### src/rtl/cflog_ctrl.sv
// Control-flow log write sequencer: buffers (src, dest) branch events in a
// small FIFO and drains them one per cycle into the log memory.
module cflog_ctrl #(
  parameter int          FIFO_DEPTH = 4,
  parameter logic [15:0] PTR_STEP   = 16'h0002,
  parameter logic [15:0] LOG_LIMIT  = 16'h0200
) (
  input  logic        mclk,
  input  logic        puc_rst_n,
  input  logic        ev_valid,
  input  logic [15:0] ev_src,
  input  logic [15:0] ev_dest,
  output logic        ev_ready,
  input  logic        log_clr,
  input  logic        full_ack,
  output logic [15:0] cflow_src,
  output logic [15:0] cflow_dest,
  output logic        cflow_hw_wen,
  output logic [15:0] cflow_logs_ptr_din,
  output logic        log_full,
  output logic [2:0]  fifo_level,
  output logic        busy
);

  localparam int         AW      = $clog2(FIFO_DEPTH);
  localparam logic [2:0] DEPTH_L = 3'(FIFO_DEPTH);

  typedef enum logic [1:0] {IDLE, WRITE, FULL, CLEAR} state_t;

  state_t          state, state_nxt;
  logic [15:0]     ptr, ptr_nxt;
  logic [AW-1:0]   wr_ptr, rd_ptr;
  logic [2:0]      level;
  logic [15:0]     src_mem  [FIFO_DEPTH];
  logic [15:0]     dest_mem [FIFO_DEPTH];
  logic            clr_req, push, pop, flush, wen;

  assign clr_req = log_clr | full_ack;

  // Gated by reset so the handshake is dead while reset is asserted.
  assign ev_ready = puc_rst_n && (level < DEPTH_L) && (state != FULL) &&
                    (state != CLEAR) && !clr_req;
  assign push     = ev_valid & ev_ready;

  always_comb begin
    state_nxt = state;
    ptr_nxt   = ptr;
    pop       = 1'b0;
    flush     = 1'b0;
    wen       = 1'b0;
    log_full  = 1'b0;
    case (state)
      IDLE: begin
        if (clr_req) begin
          flush     = 1'b1;
          state_nxt = CLEAR;
        end else if (level != 3'd0) begin
          state_nxt = WRITE;
        end
      end
      WRITE: begin
        // A clear in the write cycle wins: the head entry is discarded unwritten.
        if (clr_req) begin
          flush     = 1'b1;
          state_nxt = CLEAR;
        end else begin
          wen     = 1'b1;
          pop     = 1'b1;
          ptr_nxt = ptr + PTR_STEP;
          if (ptr_nxt == LOG_LIMIT)         state_nxt = FULL;
          else if ((level > 3'd1) || push)  state_nxt = WRITE;
          else                              state_nxt = IDLE;
        end
      end
      FULL: begin
        log_full = 1'b1;
        if (clr_req) begin
          flush     = 1'b1;
          state_nxt = CLEAR;
        end
      end
      CLEAR: begin
        flush     = 1'b1;
        state_nxt = IDLE;
      end
      default: state_nxt = IDLE;
    endcase
    if (flush) ptr_nxt = 16'h0000;
  end

  always_ff @(posedge mclk or negedge puc_rst_n) begin
    if (!puc_rst_n) begin
      state  <= IDLE;
      ptr    <= 16'h0000;
      wr_ptr <= '0;
      rd_ptr <= '0;
      level  <= 3'd0;
    end else begin
      state <= state_nxt;
      ptr   <= ptr_nxt;
      if (flush) begin
        wr_ptr <= '0;
        rd_ptr <= '0;
        level  <= 3'd0;
      end else begin
        if (push) wr_ptr <= wr_ptr + 1'b1;
        if (pop)  rd_ptr <= rd_ptr + 1'b1;
        case ({push, pop})
          2'b10:   level <= level + 3'd1;
          2'b01:   level <= level - 3'd1;
          default: level <= level;
        endcase
      end
    end
  end

  // Payload storage carries no reset; occupancy is tracked by the pointers.
  always_ff @(posedge mclk) begin
    if (push) begin
      src_mem[wr_ptr]  <= ev_src;
      dest_mem[wr_ptr] <= ev_dest;
    end
  end

  assign cflow_hw_wen       = wen;
  assign cflow_src          = wen ? src_mem[rd_ptr]  : 16'h0000;
  assign cflow_dest         = wen ? dest_mem[rd_ptr] : 16'h0000;
  assign cflow_logs_ptr_din = wen ? ptr_nxt : ptr;
  assign fifo_level         = level;
  assign busy               = (level != 3'd0) || (state == WRITE);

endmodule

### config.mk
export PLATFORM = sky130hd
export DESIGN_NAME = cflog_ctrl
export DESIGN_NICKNAME = d
export VERILOG_FILES = /design/src/rtl/cflog_ctrl.sv
export SDC_FILE = /design/constraint.sdc
export NUM_CORES = 1
export LEC_CHECK = 0
export BUFFER_PORTS_ARGS = -buffer_cell sky130_fd_sc_hd__buf_2
export CAP_MARGIN = 5
export CORE_MARGIN = 1.5
export CORE_UTILIZATION = 45
export CTS_CLUSTER_SIZE = 25
export DETAILED_ROUTE_END_ITERATION = 12
export PLACE_DENSITY = 0.68
export SETUP_SLACK_MARGIN = 0.02
export SLEW_MARGIN = 15
export SYNTH_ARGS = -nofsm -noshare
export SYNTH_HDL_FRONTEND = slang
export SYNTH_SLANG_ARGS = --single-unit
### constraint.sdc
create_clock -name mclk -period 2.3 [get_ports mclk]
set_clock_uncertainty 0.2 [all_clocks]
set_input_delay 0.23 -clock mclk [delete_from_list [all_inputs] [get_ports mclk]]
set_output_delay 0.23 -clock mclk [all_outputs]
set_load 0.005 [all_outputs]
==> results_dict.tcl <==
set metrics [dict create \
    status "complete, but fails checks" \
    violations "setup timing" \
    syn2layout_area_growth_pct 40.08 \
    fin_crit_sh 1.144 \
    place.gp.congestion 0.9135 \
    setup_viol 48 \
    finalCriticalPeriod_ps 2631 \
    report.final.slew_viol_count 0 \
    ios 92 \
    grt_max_degree 21 \
    synth_area_per_cell_um2 16.62 \
    peakVddDrop_mv 0.6221 \
    slew_headroom 0.6728 \
    dr.pass1.iters 4 \
    drtAntennaViolNets 0 \
    crit_fanout 2 \
    cts_root_buf "clkbuf_16" \
    cp-start-kind "flop" \
    min_path_type "in2reg" \
    cp_slowest_cell "or4b_4" \
    die-height_um 123.3 \
    grt_pass1_wl_mm 23.58 \
    port_buffers 91 \
    fmax_ghz 0.3800 \
    synthCells 392 \
    cts_tree "built" \
    cp_cell_sequence "or4b_4, or4_4, nor2_4, xor2_2, buf_2" \
    setup_slack_ps -331.4 \
    timing.max_cap.violations 0 \
    yosys-mux-area-fraction 0.1171 \
    ys_types 47 \
    synth_fa_ha_area_frac 0.01882 \
    synth_ff_type "edfxtp_1" \
    dp_hpwl_mm 9.168 \
    antenna_found_initial 0 \
    coreArea_um2 13990 \
    grt_pass1_vias 4444 \
    grt_util_all_layers 0.2164 \
    instances_no_fill 767 \
    drive_gt1_frac 0.4514 \
    start_util 0.4657 \
    cts_htree_levels 4 \
    dieArea_um2 15210 \
    nFillCells 999 \
    combinationalPowerShare 0.132 \
    power_mw 6.799 \
    max_stage_delay_ps 510 \
    hold_viol 0 \
    drtIter0Drc 319 \
    clkTransAtPathRegs_ps 60 \
    rsz0062_at_grt "true" \
    synth_compound_area_frac 0.02209 \
    syn_area_um2 6515 \
    synth_top_family_by_area "multiplexers" \
    path_class "reg2out" \
    die_width_um 123.3 \
    p_int_mw 5.256 \
    globalRouteOverflowTotal 0 \
    syn_nets 438 \
    clockBufferDepth 2 \
    swShare 0.2269 \
    wl_mm 15.18 \
    multi_input_area_um2 2175 \
    ys.warnings.count 0 \
    end_kind "output pin" \
    switchingPower_mw 1.543 \
    cts_sinks 153 \
    power_density_nw_per_um2 745.0 \
    yosysSeqAreaShare 0.6860 \
    drc 0 \
    cp.required_ps 1870 \
    antennaDiodeCount 0 \
    clock_latency_ps 420 \
    yosys.area_share.simple 0.1047 \
    synth_enable_flop_cells 128 \
    power_frac_clock 0.416 \
    rows 43 \
    async_flop_share 0.1634 \
    detail_route.vias_per_cell 5.292 \
    seqPwrFrac 0.452 \
    arrival_ps 2200 \
    wl_per_cell_um 19.79 \
    layout.nets 620 \
    num_vias 4059 \
    synth_xor_area_frac 0.03188 \
    ys_ff_latch 153 \
    final_core_util 0.6524 \
    leakagePower_nw 3.565 \
    dp.cells 683 \
    numCtsBuffers 17 \
    tightest_slew_ps 489.7 \
    ff_latch_area_um2 4473 \
]
cell usage after synthesis (all sizes together), types with 2 or more instances:
library cell / instances / share of area
a211oi: 2 / 0.0023
a21oi: 5 / 0.0038
and2: 35 / 0.034
and3: 7 / 0.0067
and4: 2 / 0.0027
buf: 10 / 0.0079
clkbuf: 12 / 0.0069
dfrtp: 25 / 0.096
edfxtp: 128 / 0.59
ha: 9 / 0.017
inv: 8 / 0.0046
mux2: 2 / 0.0035
mux2i: 2 / 0.0031
mux4: 32 / 0.11
nand2: 20 / 0.012
nand3: 7 / 0.0054
nand4: 6 / 0.0058
nor2: 11 / 0.0071
nor2b: 15 / 0.014
nor3: 5 / 0.0038
nor4: 4 / 0.0038
o21ai: 2 / 0.0015
o22ai: 2 / 0.0019
or3: 2 / 0.0019
or4b: 2 / 0.0031
xnor2: 14 / 0.019
xor2: 8 / 0.013
path summary, 6_finish.rpt:
kind	start	end	slack (ps)	cells past startpoint
min in group asynchronous	puc_rst_n	ptr[3]$_DFF_PN0_	160	3
max reg2reg	ptr[1]$_DFF_PN0_	state[0]$_DFFE_PN0P_	100	6
min	ev_valid	wr_ptr[1]$_DFFE_PN0P_	80	4
min reg2reg	wr_ptr[1]$_DFFE_PN0P_	wr_ptr[1]$_DFFE_PN0P_	390	2
max	state[1]$_DFFE_PN0P_	cflow_logs_ptr_din[12]	-330	5
max in group asynchronous	puc_rst_n	rd_ptr[0]$_DFFE_PN0P_	980	3
repair_timing:
action                     in CTS  in global routing
hold buffers                   36                  0
pin swaps                      20                 12
gates cloned                    5                  0
setup endpoints to repair      50                 52
hold endpoints to repair      154                  0
gates resized for setup        71                 16
setup buffers                   9                  2
routing by layer:
| metal | GRT usage | vias up | wire [um] |
|---|---|---|---|
| met5 | 0 | - | 0 |
| met4 | 0.08836 | 0 | 318 |
| met3 | 0.05166 | 25 | 765 |
| met2 | 0.3493 | 119 | 7529 |
| met1 | 0.2840 | 2051 | 6568 |
| li1 | - | 1864 | - |
cell type report:
cell class	instances	area share
multi-input cells	209	0.2383
repair buffers	185	0.1774
clock buffers	18	0.04703
inverters	8	0.004113
clock inverters	14	0.01837
flip-flops and latches	153	0.4901
well taps	180	0.02468
power by group through the flow:
stage	logic (mW)	clock network [mW]	registers, mW
floorplan	0.358	0	3.13
global placement	0.629	0	3.12
detailed placement	0.640	0	3.12
CTS	0.883	2.86	3.07
global route	0.965	2.99	3.07
finish	0.899	2.83	3.07
worst max-delay path: cells and delay by family, from the launching register on:
| family | cells | cell delay, ps |
|---|---|---|
| xor+xnor | 1 | 160 |
| buf+inv | 1 | 140 |
| flops | 1 | 370 |
| simple gates | 3 | 1110 |
layout by cell type, fill, tap and decap left out, types with 3 or more instances in the layout:
| cell type | instances |
|---|---|
| edfxtp_1 | 128 |
| buf_2 | 83 |
| dlygate4sd3_1 | 36 |
| mux4_2 | 32 |
| buf_4 | 32 |
| and2_1 | 25 |
| dfrtp_1 | 22 |
| clkbuf_16 | 17 |
| nor2b_1 | 15 |
| nand2_1 | 15 |
| buf_12 | 15 |
| buf_6 | 12 |
| and2_4 | 9 |
| nor2_1 | 8 |
| xnor2_1 | 8 |
| ha_1 | 8 |
| inv_1 | 7 |
| nand4_1 | 6 |
| xnor2_2 | 5 |
| nand3_1 | 5 |
| and3_2 | 5 |
| buf_16 | 5 |
| xor2_2 | 4 |
| xor2_1 | 4 |
| nor3_1 | 4 |
| a21oi_1 | 4 |
| clkinv_2 | 4 |
| nor2_4 | 3 |
| nand2_2 | 3 |
| bufinv_16 | 3 |
| inv_6 | 3 |
| dfrtp_2 | 3 |
flip-flops by register name, indices dropped and copies added, names as in the netlist:
name	flops
ptr	16
src_mem	64
wr_ptr	2
fifo_level	3
dest_mem	64
rd_ptr	2
state	2
through the flow:
step | hold WS [ps] | setup slack, ps | TNS (ps) | area [um^2]
floorplan | -265.6 | 28.32 | 0 | 6535
global placement | -98.60 | -120.5 | -299.5 | 7547
detailed placement | -96.37 | -77.85 | -330.2 | 7547
CTS | 63.30 | -357.8 | -8607 | 9029
global route | 90.86 | -432.2 | -11610 | 9126
finish | 75.94 | -331.4 | -8126 | 9126
kinds of logic (layout without fill, tap and decap cells):
group,Yosys count,in the layout
XOR/XNOR,22,22
multiplexers,36,36
flip-flops,153,153
AO/OA/AOI/OAI,21,21
buffers and inverters,30,225
AND/OR/NAND/NOR,120,120
adder cells (fa/ha/maj),10,10
No activity file was read; power rests on OpenSTA's default activity.
